### config.mk
export PLATFORM = sky130hd
export DESIGN_NAME = pc_fetch_unit_flat
export DESIGN_NICKNAME = d
export VERILOG_FILES = /design/src/rtl/pc_pkg.sv /design/src/rtl/pc_fetch_unit_if.sv /design/src/rtl/next_pc_calc.sv /design/src/rtl/pc_fetch_unit.sv /design/src/flat_wrapper.sv
export SDC_FILE = /design/constraint.sdc
export NUM_CORES = 1
export LEC_CHECK = 0
export ABC_AREA = 1
export CORE_ASPECT_RATIO = 1.5
export CORE_MARGIN = 3
export CORE_UTILIZATION = 58
export CTS_CLUSTER_SIZE = 24
export DETAILED_ROUTE_END_ITERATION = 8
export PLACE_DENSITY_LB_ADDON = 0.15
export REMOVE_ABC_BUFFERS = 1
export SYNTH_ARGS = -nofsm -noshare
export SYNTH_HDL_FRONTEND = slang
export SYNTH_SLANG_ARGS = --single-unit
### constraint.sdc
create_clock -name clk -period 7.6 [get_ports clk]
set_clock_uncertainty 0.1 [all_clocks]
set_input_delay 0.76 -clock clk [delete_from_list [all_inputs] [get_ports clk]]
set_output_delay 0.76 -clock clk [all_outputs]
set_load 0.03 [all_outputs]
### src/rtl/pc_pkg.sv
// rtl/pc_pkg.sv - shared constants and types for the instruction-fetch front end
// Purpose: next-PC select encodings, fetch FSM state type, instruction word size.
// Ports: none (package).
package pc_pkg;

  localparam logic [1:0] PC_SEL_SEQ = 2'b00;
  localparam logic [1:0] PC_SEL_BR  = 2'b01;
  localparam logic [1:0] PC_SEL_J   = 2'b10;
  localparam logic [1:0] PC_SEL_REG = 2'b11;

  localparam logic [31:0] WORD_BYTES = 32'd4;

  typedef enum logic [1:0] {
    S_IDLE = 2'b00,
    S_REQ  = 2'b01,
    S_HOLD = 2'b10
  } fetch_state_t;

endpackage

### src/rtl/pc_fetch_unit_if.sv
// rtl/pc_fetch_unit_if.sv - redirect, instruction-memory and decode-side signal bundle
// Purpose: groups every non-clock/reset signal of pc_fetch_unit.
// Modports:
//   master - the fetch unit: drives imem_req/imem_addr and if_valid/if_pc/if_instr
//   slave  - its environment: drives redirects, memory responses and if_ready
interface pc_fetch_unit_if;
  logic        redir_valid;
  logic [1:0]  redir_sel;
  logic [31:0] redir_base_pc;
  logic [15:0] redir_imm;
  logic [25:0] redir_idx;
  logic [31:0] redir_rs;
  logic        imem_req;
  logic [31:0] imem_addr;
  logic        imem_ack;
  logic [31:0] imem_rdata;
  logic        if_valid;
  logic [31:0] if_pc;
  logic [31:0] if_instr;
  logic        if_ready;

  modport master (
    input  redir_valid, redir_sel, redir_base_pc, redir_imm, redir_idx, redir_rs,
    input  imem_ack, imem_rdata, if_ready,
    output imem_req, imem_addr, if_valid, if_pc, if_instr
  );

  modport slave (
    output redir_valid, redir_sel, redir_base_pc, redir_imm, redir_idx, redir_rs,
    output imem_ack, imem_rdata, if_ready,
    input  imem_req, imem_addr, if_valid, if_pc, if_instr
  );
endinterface

### src/rtl/next_pc_calc.sv
// rtl/next_pc_calc.sv - combinational redirect target computation
// Purpose: 4:1 select of sequential / branch / jump / register target.
// Ports:
//   sel    in  2   select code (PC_SEL_*)
//   base   in  32  PC of the redirecting instruction
//   imm    in  16  signed branch offset in words
//   idx    in  26  jump index
//   rs     in  32  register target
//   target out 32  word-aligned redirect target
module next_pc_calc
  import pc_pkg::*;
(
  input  logic [1:0]  sel,
  input  logic [31:0] base,
  input  logic [15:0] imm,
  input  logic [25:0] idx,
  input  logic [31:0] rs,
  output logic [31:0] target
);

  logic [31:0] p4;
  logic [31:0] br_off;

  assign p4     = base + WORD_BYTES;
  // Word offset converted to bytes; sign extension makes the add wrap for backward branches.
  assign br_off = {{14{imm[15]}}, imm, 2'b00};

  always_comb begin
    target = p4;
    case (sel)
      PC_SEL_SEQ: target = p4;
      PC_SEL_BR:  target = p4 + br_off;
      PC_SEL_J:   target = {p4[31:28], idx, 2'b00};
      PC_SEL_REG: target = {rs[31:2], 2'b00};
      default:    target = p4;
    endcase
  end

endmodule

### src/rtl/pc_fetch_unit.sv
// rtl/pc_fetch_unit.sv - PC register, imem req/ack fetch FSM and decode-side output hold
// Purpose: fetches one instruction at a time and hands it to decode with valid/ready;
//   redirects from decode reload the PC, discarding any in-flight or held word.
// Ports:
//   clk  in   1   rising-edge clock
//   rst  in   1   asynchronous active-high reset
//   bus  master modport of pc_fetch_unit_if (redirect, imem, decode handshake)
module pc_fetch_unit
  import pc_pkg::*;
#(
  parameter logic [31:0] RESET_PC = 32'h0000_0000
)
(
  input  logic           clk,
  input  logic           rst,
  pc_fetch_unit_if.master bus
);

  fetch_state_t state;
  logic [31:0]  pc;
  logic         pend;
  logic [31:0]  pend_pc;
  logic         imem_req_q;
  logic [31:0]  imem_addr_q;
  logic         if_valid_q;
  logic [31:0]  if_pc_q;
  logic [31:0]  if_instr_q;
  logic [31:0]  target;
  logic [31:0]  refetch_pc;

  next_pc_calc u_next_pc_calc (
    .sel    (bus.redir_sel),
    .base   (bus.redir_base_pc),
    .imm    (bus.redir_imm),
    .idx    (bus.redir_idx),
    .rs     (bus.redir_rs),
    .target (target)
  );

  // A redirect arriving together with the ack is newer than any parked one.
  assign refetch_pc = bus.redir_valid ? target : pend_pc;

  always_ff @(posedge clk or posedge rst) begin
    if (rst) begin
      state       <= S_IDLE;
      pc          <= RESET_PC;
      pend        <= 1'b0;
      pend_pc     <= 32'h0;
      imem_req_q  <= 1'b0;
      imem_addr_q <= 32'h0;
      if_valid_q  <= 1'b0;
      if_pc_q     <= 32'h0;
      if_instr_q  <= 32'h0;
    end else begin
      case (state)
        S_IDLE: begin
          imem_req_q  <= 1'b1;
          imem_addr_q <= pc;
          state       <= S_REQ;
        end
        S_REQ: begin
          if (bus.imem_ack) begin
            if (pend || bus.redir_valid) begin
              // Returned word belongs to a squashed path: drop it and refetch.
              pc          <= refetch_pc;
              imem_addr_q <= refetch_pc;
              pend        <= 1'b0;
            end else begin
              if_instr_q <= bus.imem_rdata;
              if_pc_q    <= pc;
              if_valid_q <= 1'b1;
              pc         <= pc + WORD_BYTES;
              imem_req_q <= 1'b0;
              state      <= S_HOLD;
            end
          end else if (bus.redir_valid) begin
            // Address must stay stable until ack, so park the redirect.
            pend    <= 1'b1;
            pend_pc <= target;
          end
        end
        S_HOLD: begin
          if (bus.redir_valid) begin
            if_valid_q  <= 1'b0;
            pc          <= target;
            imem_addr_q <= target;
            imem_req_q  <= 1'b1;
            state       <= S_REQ;
          end else if (bus.if_ready) begin
            if_valid_q  <= 1'b0;
            imem_addr_q <= pc;
            imem_req_q  <= 1'b1;
            state       <= S_REQ;
          end
        end
        default: state <= S_IDLE;
      endcase
    end
  end

  assign bus.imem_req  = imem_req_q;
  assign bus.imem_addr = imem_addr_q;
  assign bus.if_valid  = if_valid_q;
  assign bus.if_pc     = if_pc_q;
  assign bus.if_instr  = if_instr_q;

endmodule

### src/flat_wrapper.sv
// flat-port wrapper written by rule: the top's interface ports become plain ports
module pc_fetch_unit_flat import pc_pkg::*;
#(
  parameter logic [31:0] RESET_PC = 32'h0000_0000
)
  (clk, rst, bus_redir_valid, bus_redir_sel, bus_redir_base_pc, bus_redir_imm, bus_redir_idx, bus_redir_rs, bus_imem_ack, bus_imem_rdata, bus_if_ready, bus_imem_req, bus_imem_addr, bus_if_valid, bus_if_pc, bus_if_instr);
  pc_fetch_unit_if bus_i ();
  input  logic clk;
  input  logic rst;
  input wire logic [$bits(bus_i.redir_valid)-1:0] bus_redir_valid;
  input wire logic [$bits(bus_i.redir_sel)-1:0] bus_redir_sel;
  input wire logic [$bits(bus_i.redir_base_pc)-1:0] bus_redir_base_pc;
  input wire logic [$bits(bus_i.redir_imm)-1:0] bus_redir_imm;
  input wire logic [$bits(bus_i.redir_idx)-1:0] bus_redir_idx;
  input wire logic [$bits(bus_i.redir_rs)-1:0] bus_redir_rs;
  input wire logic [$bits(bus_i.imem_ack)-1:0] bus_imem_ack;
  input wire logic [$bits(bus_i.imem_rdata)-1:0] bus_imem_rdata;
  input wire logic [$bits(bus_i.if_ready)-1:0] bus_if_ready;
  output wire logic [$bits(bus_i.imem_req)-1:0] bus_imem_req;
  output wire logic [$bits(bus_i.imem_addr)-1:0] bus_imem_addr;
  output wire logic [$bits(bus_i.if_valid)-1:0] bus_if_valid;
  output wire logic [$bits(bus_i.if_pc)-1:0] bus_if_pc;
  output wire logic [$bits(bus_i.if_instr)-1:0] bus_if_instr;
  assign bus_i.redir_valid = bus_redir_valid;
  assign bus_i.redir_sel = bus_redir_sel;
  assign bus_i.redir_base_pc = bus_redir_base_pc;
  assign bus_i.redir_imm = bus_redir_imm;
  assign bus_i.redir_idx = bus_redir_idx;
  assign bus_i.redir_rs = bus_redir_rs;
  assign bus_i.imem_ack = bus_imem_ack;
  assign bus_i.imem_rdata = bus_imem_rdata;
  assign bus_i.if_ready = bus_if_ready;
  assign bus_imem_req = bus_i.imem_req;
  assign bus_imem_addr = bus_i.imem_addr;
  assign bus_if_valid = bus_i.if_valid;
  assign bus_if_pc = bus_i.if_pc;
  assign bus_if_instr = bus_i.if_instr;
  pc_fetch_unit #(.RESET_PC(RESET_PC)) u_core (.clk(clk), .rst(rst), .bus(bus_i));
endmodule
# Word-level counts from Yosys, hierarchy flattened

Cells that the tools add are included.

Reductions and logical operators: 14
Bitwise operators: 2
Equality and inequality tests: 11
$add $sub $neg: 3
Muxes and demuxes: 29

Operator list:

| kind                                                  | number |
|---|---|
| two-way mux 32 bit                                    | 8 |
| case mux 32 bit (4 select lines)                      | 1 |
| case mux 32 bit (3 select lines)                      | 1 |
| adder 32 x 3 -> 32 bit, second input constant         | 2 |
| case mux 32 bit (2 select lines)                      | 1 |
| adder 32 bit                                          | 1 |
| AND reduction 3 bit                                   | 4 |
| AND reduction 4 bit                                   | 3 |
| two-way mux 1 bit                                     | 11 |
| two-way mux 2 bit                                     | 4 |
| == test 2 bit, second input constant                  | 3 |
| inequality test 2 bit, second input constant          | 3 |
| case mux 2 bit (3 select lines)                       | 1 |
| == test 2 x 1 -> 1 bit, second input constant         | 2 |
| logical NOT 2 bit                                     | 2 |
| inequality test 2 x 1 -> 1 bit, second input constant | 2 |
| nonzero test 2 bit                                    | 2 |
| inequality test 3 bit, second input constant          | 1 |
| case mux 1 bit (3 select lines)                       | 1 |
| nonzero test 3 bit                                    | 1 |
| inverter 1 bit                                        | 2 |
| case mux 1 bit (2 select lines)                       | 1 |
| AND reduction 2 bit                                   | 1 |
| logical OR 1 bit                                      | 1 |

Output and inout bits: 98
Flip-flop bits (word level): 165
Logic and storage cells: 68
Input port bits: 145

# Logic depth before layout (Yosys ltp)

Word-level depth: 7
Mapped depth: 28
Depth with buffers taken out: 28

# Hierarchy

From an unflattened synthesis, not the netlist that was laid out.

Cell total of the unflattened synthesis: 1770
Area, all modules: 12249.2 sq um

By module, submodules not included:

| module        | cells an instance | area each (sq um) | sequential area each (sq um) | times used |
|---|---|---|---|---|
| pc_fetch_unit | 1065              | 8669.6            | 4129.0                       | 1 |
| next_pc_calc  | 705               | 3579.7            | 0.0                          | 1 |

# Least setup slack after synthesis

Ideal clock, no wire load.

Path kind: input-to-reg
Start: input bus_redir_base_pc[2]
End: register u_core.imem_addr_q[31], in the netlist u_core.bus.imem_addr[31]
Stages: 23
Buffers on the path: 0
Data required time: 7.383 ns
Path slack: 4.393 ns
Data arrival time: 2.991 ns
Setup time: 0.117 ns
Cell sequence: inv_2 nor2_4 nand2_4 nor2_8 nand2_2 o22ai_1 inv_1 ha_1 nand2_1 nor3_1 nand2_1 nor2_1 nand2_1 nand2_1 nand2_1 nand3_1 nand3_2 nand2_1 nand2_1 nand2_1 nand2_1 nand2_1 nand2_1

Word-level cells in the longest chain between the ends: 7
Elaborated cells on any way between the ends: 8
Those cells by class: add/sub: 2; mux: 6

Ends and longest elaborated chain:

| element                            | line                | text |
|---|---|---|
| from (decl)                        | flat_wrapper.sv:12  | `input wire logic [$bits(bus_i.redir_base_pc)-1:0] bus_redir_base_pc;` |
| adder 32 x 3 -> 32 bit *           | next_pc_calc.sv:24  | `assign p4 = base + WORD_BYTES;` |
| adder 32 bit                       | next_pc_calc.sv:32  | `PC_SEL_BR: target = p4 + br_off;` |
| case mux 32 bit (4 select lines) * | next_pc_calc.sv:30  | `case (sel)` |
| two-way mux 32 bit                 | pc_fetch_unit.sv:41 | `assign refetch_pc = bus.redir_valid ? target : pend_pc;` |
| two-way mux 32 bit                 | pc_fetch_unit.sv:63 | `if (pend \|\| bus.redir_valid) begin` |
| two-way mux 32 bit                 | pc_fetch_unit.sv:62 | `if (bus.imem_ack) begin` |
| case mux 32 bit (3 select lines) * | pc_fetch_unit.sv:55 | `case (state)` |
| to (signal assigned)               | pc_fetch_unit.sv:58 | `imem_addr_q <= pc;` |
| to (signal assigned)               | pc_fetch_unit.sv:66 | `imem_addr_q <= refetch_pc;` |
| to (signal assigned)               | pc_fetch_unit.sv:86 | `imem_addr_q <= target;` |
| to (decl)                          | pc_fetch_unit.sv:24 | `logic [31:0] imem_addr_q;` |

Every way passes the cells marked *; elsewhere a longest branch is shown, timed or not. The select of a mux whose other input is x is not followed.
A chain may end at the register's enable or synchronous reset.

# Worst setup path after layout

Start: input bus_redir_base_pc[2]
End: register u_core.imem_addr_q[29], in the netlist u_core.bus.imem_addr[29]

The elaborated chain is that of the path after synthesis.

==> reports/summary.json <==
{
  "status": "complete, no violations",
  "power_density_nw_per_um2": 381,
  "cts_buffer_depth": 2,
  "fin_nets": 2277,
  "yosys.area_share.simple_pct": 34.9,
  "starting_density_of_the_core_pct": 59.5,
  "route.final.wire_length_mm": 43.2,
  "final_cells": 2373,
  "yosys.area_share.adder_pct": 4.04,
  "antenna_violating_nets_post_route": 0,
  "route.vias.total": 13900,
  "gp_congestion": 1.01,
  "die-height_um": 186,
  "critical_path_cell_count": 24,
  "cts_post_setup_buffers_inserted": 0,
  "worst_path_most_repeated_cell": "sky130_fd_sc_hd__nand2_1",
  "final_hold_viol_count": 0,
  "unrepaired_setup_endpoints_after_global_routing": "no",
  "post-route-cell-area_sq_um": 15700,
  "leakage_nw": 7.63,
  "slowest_cell_on_the_critical_path": "sky130_fd_sc_hd__clkdlybuf4s50_1",
  "post-synth-top-count-cell": "sky130_fd_sc_hd__nand2_1",
  "multiInputGateArea_sq_um": 7330,
  "synth.largest_area_cell": "sky130_fd_sc_hd__dfrtp_1",
  "grt_pass1_wl_mm": 68.6,
  "final-setup-viol-count": 0,
  "final_max_slew_viol_count": 0,
  "max_incr_delay_on_cp_ns": 0.54,
  "globalRouteMet3Util_pct": 5.87,
  "post_synth_main_area_contributors": "sky130_fd_sc_hd__dfrtp_1 (33%), sky130_fd_sc_hd__nand2_1 (20%), sky130_fd_sc_hd__inv_1 (6.0%)",
  "grt.met2_usage_pct": 64.5,
  "dp_hpwl_mm": 31.8,
  "preCtsSetupSlack_ns": 2.95,
  "router_iterations_before_antenna_repair": 8,
  "final_util_pct": 74.3,
  "area_growth_syn_to_layout_pct": 24.8,
  "die_w_um": 126,
  "ff_latch_area_sq_um": 4130,
  "drtIter0Drc": 1396,
  "worst-endpoint-arrival_ns": 4.52,
  "synth_top_family_by_area": "simple AND/OR/NAND/NOR gates",
  "root_buffer": "sky130_fd_sc_hd__clkbuf_16",
  "grt_max_degree": 103,
  "worst_margin_pin_slew_ns": 1.11,
  "detailed_place.area_sq_um": 15100,
  "critical_path_required_ns": 7.82,
  "grt_pass1_vias": 13700,
  "critical_path.n_buffers_inverters": 1,
  "holdWs_ns": 0.383,
  "htreeDepth": 4,
  "yosys.area_share.xor_xnor_pct": 2.76,
  "synth_top_area_share_pct": 32.8,
  "post-layout-total-power_mw": 5.98,
  "post_cts_resize_count": 0,
  "timing.critical_path.fanout_max": 5,
  "post_synth_num_cell_types": 56,
  "netlist_instances": 1895,
  "worstSetupEndpointType": "flop",
  "proportion_of_layout_cells_with_a_drive_suffix_above_1_pct": 7.17,
  "min_delay_path_depth": 2,
  "synth.yosys.seq_area_share_pct": 32.8,
  "drt-vias-per-instance": 5.86,
  "grt_most_used_layer": "met2",
  "drc_errors": 0,
  "grt_antenna_before_repair": 0,
  "synth_flop_cell": "sky130_fd_sc_hd__dfrtp_1",
  "std_cell_rows": 65,
  "synth_async_sr_flop_share_pct": 100,
  "global_route.overflow_total": 0,
  "mappedNetlistArea_sq_um": 12600,
  "die-area_sq_um": 23500,
  "grt_use_met1_pct": 39.9,
  "synth-seq-cells": 165,
  "critPathLaunchType": "input port",
  "post-route-min-period_ns": 4.30,
  "overall_fraction_of_global_route_tracks_in_use_pct": 36.0,
  "diodes": 0,
  "wl_per_cell_um": 18.2,
  "placed_cells_incl_taps": 2341,
  "setup_tns_ns": 0,
  "tritoncts_clock_tree": "done",
  "coreArea_sq_um": 21100,
  "post-route-period-util_pct": 56.5,
  "worst_path_dominant_cell_family": "simple AND/OR/NAND/NOR gates",
  "vdd_drop_max_mv": 0.212,
  "post_route_worst_setup_slack_ns": 3.30,
  "synth-compound-area-share_pct": 13.6,
  "syn_avg_cell_area_sq_um": 6.64,
  "drv.max_cap_violation_count": 0,
  "post_synth_most_frequent_cells": "sky130_fd_sc_hd__nand2_1 (664), sky130_fd_sc_hd__inv_1 (202), sky130_fd_sc_hd__dfrtp_1 (165), sky130_fd_sc_hd__a21oi_1 (132), sky130_fd_sc_hd__nor2_1 (127)",
  "synth_mux_area_share_pct": 2.95,
  "ioPinCount": 243,
  "synth-edff-count": 0,
  "worst_path_cell_chain": "clkdlybuf4s50_1, ha_1, nand2_1, nor2_1, nand3_1, nor2_2, nand2_1, xor2_1, ha_1, nand2_1, nor2_1, nand2_1, nor3_1, nand2_1, nand2_1, nand2_1, nand3_1, nand3_2, nand2_1, nand2_1, nand2_1, nand2_1, nand2_1, nand2_1",
  "worst-setup-path-type": "input port to flop",
  "numClockSinks": 165,
  "cts_inserted_buffers": 17,
  "timing.hold.worst.class": "flop to flop",
  "cts.reportedPaths.clkPinSlew_ns": 0.06,
  "timing.reg2reg.worst_path_depth": 12,
  "holdBufCountCts": 0,
  "fill_cells": 1661,
  "timing.slew.headroom_pct": 26.1,
  "fmax_mhz": 233,
  "yosysWarnings": 0,
  "port_buffers": 240,
  "worst_skew_pair.late_latency_ns": 0.44
}
[placed cells by master, fill, tap and decap left out, types with 4 or more instances in the layout]
cell	netlist	layout
sky130_fd_sc_hd__nand4_1	28	28
sky130_fd_sc_hd__a31oi_1	11	11
sky130_fd_sc_hd__nor3_1	14	14
sky130_fd_sc_hd__nand3b_1	4	4
sky130_fd_sc_hd__clkdlybuf4s50_1	0	239
sky130_fd_sc_hd__or2_2	8	8
sky130_fd_sc_hd__xor2_1	32	32
sky130_fd_sc_hd__clkinvlp_4	0	4
sky130_fd_sc_hd__mux2_2	33	33
sky130_fd_sc_hd__nor4_1	8	8
sky130_fd_sc_hd__buf_4	6	10
sky130_fd_sc_hd__nor3_2	5	5
sky130_fd_sc_hd__nor2_1	127	126
sky130_fd_sc_hd__ha_1	39	39
sky130_fd_sc_hd__nor2_2	8	9
sky130_fd_sc_hd__a21oi_1	132	132
sky130_fd_sc_hd__nand2_2	13	13
sky130_fd_sc_hd__nand2_1	664	663
sky130_fd_sc_hd__inv_2	10	11
sky130_fd_sc_hd__a21o_1	4	4
sky130_fd_sc_hd__a22o_1	10	10
sky130_fd_sc_hd__a22oi_1	7	7
sky130_fd_sc_hd__o21bai_1	4	4
sky130_fd_sc_hd__o21ai_1	7	7
sky130_fd_sc_hd__nor2_4	6	6
sky130_fd_sc_hd__o22ai_1	9	9
sky130_fd_sc_hd__nand3_1	121	121
sky130_fd_sc_hd__o21ai_0	102	102
sky130_fd_sc_hd__dfrtp_1	165	165
sky130_fd_sc_hd__clkbuf_16	0	17
sky130_fd_sc_hd__inv_1	202	200
sky130_fd_sc_hd__inv_6	0	4
sky130_fd_sc_hd__nand3_2	7	7
[metal layers]
| metal | routed length [um] | up-vias |
|---|---|---|
| met3 | 3450 | 216 |
| met1 | 14900 | 6355 |
| met4 | 2770 | 0 |
| met2 | 22000 | 808 |
| li1 | - | 6519 |
| met5 | 0 | - |
[final cells by class]
cell class	instances	share of cell area (%)
clock buffers	19	2.82
clock inverters	13	1.09
inverters	216	5.21
multi-input cells	1442	46.7
flip-flops and latches	165	26.3
well taps	268	2.14
repair buffers	250	15.7
[final timing paths]
path | start | endpoint | slack [ns]
worst max-delay path | bus_redir_base_pc[2] | u_core.bus.imem_addr[29]$_DFFE_PP0P_ | 3.30
worst min-delay path | u_core.bus.imem_addr[29]$_DFFE_PP0P_ | u_core.bus.imem_addr[29]$_DFFE_PP0P_ | 0.38
worst max register to register | u_core.state[1]$_DFFE_PP0P_ | u_core.pc[6]$_DFFE_PP0P_ | 3.83
worst min register to register | u_core.bus.imem_addr[29]$_DFFE_PP0P_ | u_core.bus.imem_addr[29]$_DFFE_PP0P_ | 0.38
max in group asynchronous | rst | u_core.bus.imem_addr[29]$_DFFE_PP0P_ | 5.25
min in group asynchronous | rst | u_core.bus.if_instr[17]$_DFFE_PP0P_ | 0.78
[logic make-up (layout without fill, tap and decap cells)]
group                      count (synthesis)  after routing
AOI/OAI and AO/OA                        307            307
xor gates and xnor gates                  37             37
adders and majority gates                 40             40
buffers and inverters                    288            498
DFF                                      165            165
muxes                                     33             33
and+or+nand+nor                         1025           1025
[tightest hold or removal path, cell delays in order, from the launching register on]
cell and delay, ns:
sky130_fd_sc_hd__dfrtp_1 0.34, sky130_fd_sc_hd__nand2_1 0.06, sky130_fd_sc_hd__nand2_1 0.06
[sequential cells by signal, indices dropped and copies added (netlist names)]
name,count
u_core.pend,1
u_core.state,2
u_core.bus.imem_addr,32
u_core.bus.if_pc,32
u_core.bus.if_instr,32
u_core.pc,32
u_core.bus.if_valid,1
u_core.pend_pc,32
u_core.bus.imem_req,1
[power by group]
part / switching [mW] / leakage [nW] / internal (mW)
clock: 0.381 / 0.289 / 0.531
sequential: 0.313 / 2.01 / 1.32
combinational: 2.21 / 5.33 / 1.22
(Power assumes the default switching activity.)
==> RTL change (same flow settings) <==
The 3 states of `fetch_state_t` get a one-hot encoding in 3 bits.
--- a/src/rtl/pc_pkg.sv
+++ b/src/rtl/pc_pkg.sv
@@ -10,10 +10,10 @@
 
   localparam logic [31:0] WORD_BYTES = 32'd4;
 
-  typedef enum logic [1:0] {
-    S_IDLE = 2'b00,
-    S_REQ  = 2'b01,
-    S_HOLD = 2'b10
+  typedef enum logic [2:0] {
+    S_IDLE = 3'b001,
+    S_REQ  = 3'b010,
+    S_HOLD = 3'b100
   } fetch_state_t;
 
 endpackage
Function: same outputs for any inputs over 4 cycles, from zero or initial values and one cycle with rst high; so few cycles prove little.
==> RTL change against the unedited design <==
Hold slack worse by 0.012 ns. First-iteration DRC count is 0.79% higher. Combinational power is 17% lower. Cell count is 0.72% higher. Synthesized area is 1.9% lower. Worst setup slack worse by 0.095 ns. Routed wire length is 2.4% higher. Cell area is 1.7% lower. Register-to-register slack worse by 0.48 ns. Sequential cell count is 1 higher. Count of clock-buffer cells in the layout is 1 lower. Total power is 12% lower.
==> RTL change: results (changes against the unedited design) <==
worst hold slack 0.371 ns (was 0.383 ns); Met1 Routed Length 15500 um (was 14900 um); Data arrival, critical path 4.65 ns (was 4.52 ns); GPL Wtd Cong 0.949 (was 1.01); Slew @ Worst Pin 0.982 ns (was 1.11 ns); Clock power frac 0.164 (was 0.153); met2 global-route usage 0.677 (was 0.645); number of global-route vias before repair 13904 (was 13724); compound-gate portion of the synthesized area 0.153 (was 0.136); P_comb 2.83 mW (was 3.43 mW); mux contribution to synthesized area 0 (was 0.0295); Post-Place Cell Area 0.0149 mm2 (was 0.0151 mm2); Post-Synth Adder-Cell Area 0.0402 (was 0.0404); first-pass GRT wire length 68800 um (was 68600 um); met3 usage 0.0568 (was 0.0587); reg2reg end u_core.pc[3] (was u_core.pc[6]); layout cells sized above 1 0.0499 (was 0.0717); clock network power 0.863 mW (was 0.912 mW); Min-Delay Path Class flip-flop to flip-flop (unchanged); Hold Path Sink u_core.bus.if_instr[18] (was u_core.bus.imem_addr[29]); Critical Path Fanout Max 3 (was 5); worst hold start u_core.bus.if_instr[18] (was u_core.bus.imem_addr[29]); CP max-delay cell clkdlybuf4s50_1 (unchanged); LEAKAGE 7.45 nW (was 7.63 nW); met3 WL 3200 um (was 3450 um); total wire length 44200 um (was 43200 um); Main synth FF type dfrtp_1 (unchanged); Synth cell types 54 (was 56); Starting DRT DRC Count 1407 (was 1396); Synth Area in XOR/XNOR 0.0212 (was 0.0276); Net Switching 2.51 mW (was 2.90 mW); Tmin final 4.39 ns (was 4.30 ns); drt wl/cell 18.5 um (was 18.2 um); crit path capture u_core.pc[28] (was u_core.bus.imem_addr[29]); DR vias/cell 5.85 (was 5.86); reg2reg start u_core.state[2] (was u_core.state[1]); largest cells by area after synthesis dfrtp_1, nand2_1, inv_1 (unchanged); largest net degree at the start of global routing 106 (was 103); Synth top cells by count nand2_1, inv_1, nor2_1, dfrtp_1, o21ai_0 (was nand2_1, inv_1, dfrtp_1, a21oi_1, nor2_1); Critical Path Start bus_redir_base_pc[6] (was bus_redir_base_pc[2]); Mapped Avg Cell Area 6.45 um2 (was 6.64 um2); slowest cell delay on critical path 0.51 ns (was 0.54 ns); sequential area share after synthesis 0.337 (was 0.328); DP HPWL 32100 um (was 31800 um); r2r setup slk 3.35 ns (was 3.83 ns); VDD IR max 0.197 mV (was 0.212 mV); Pre-antenna DRT Iters 6 (was 8); met2 WL 22200 um (was 22000 um); status completed (unchanged); fin nets 2297 (was 2277)
-- RTL change: changes by cell type in the layout (fill, tap and decap cells not counted), sizes merged, moves of 8 or more --
cell	unedited run	this run
nand2	678	619
inv	217	228
a21oi	134	122
mux2	33	0
o21ai	112	167
xor2	34	21
nor2	142	218
a31oi	11	2
nand3	128	108
o21bai	4	12
-- RTL change: final cells by class --
| type | count | area [um2] |
|---|---|---|
| multi-input cells | 1452 | 7040 |
| fillers | 1641 | 5230 |
| flip-flops and latches | 166 | 4160 |
| repair buffers | 252 | 2490 |
| inverters | 224 | 846 |
| clock buffers | 18 | 439 |
| well taps | 264 | 330 |
| clock inverters | 14 | 138 |
-- RTL change: worst min-delay path, delay by kind of cell, from the launching register on --
family	cells	cell delay (ns)
and+or+nand+nor	2	0.10
DFF	1	0.34
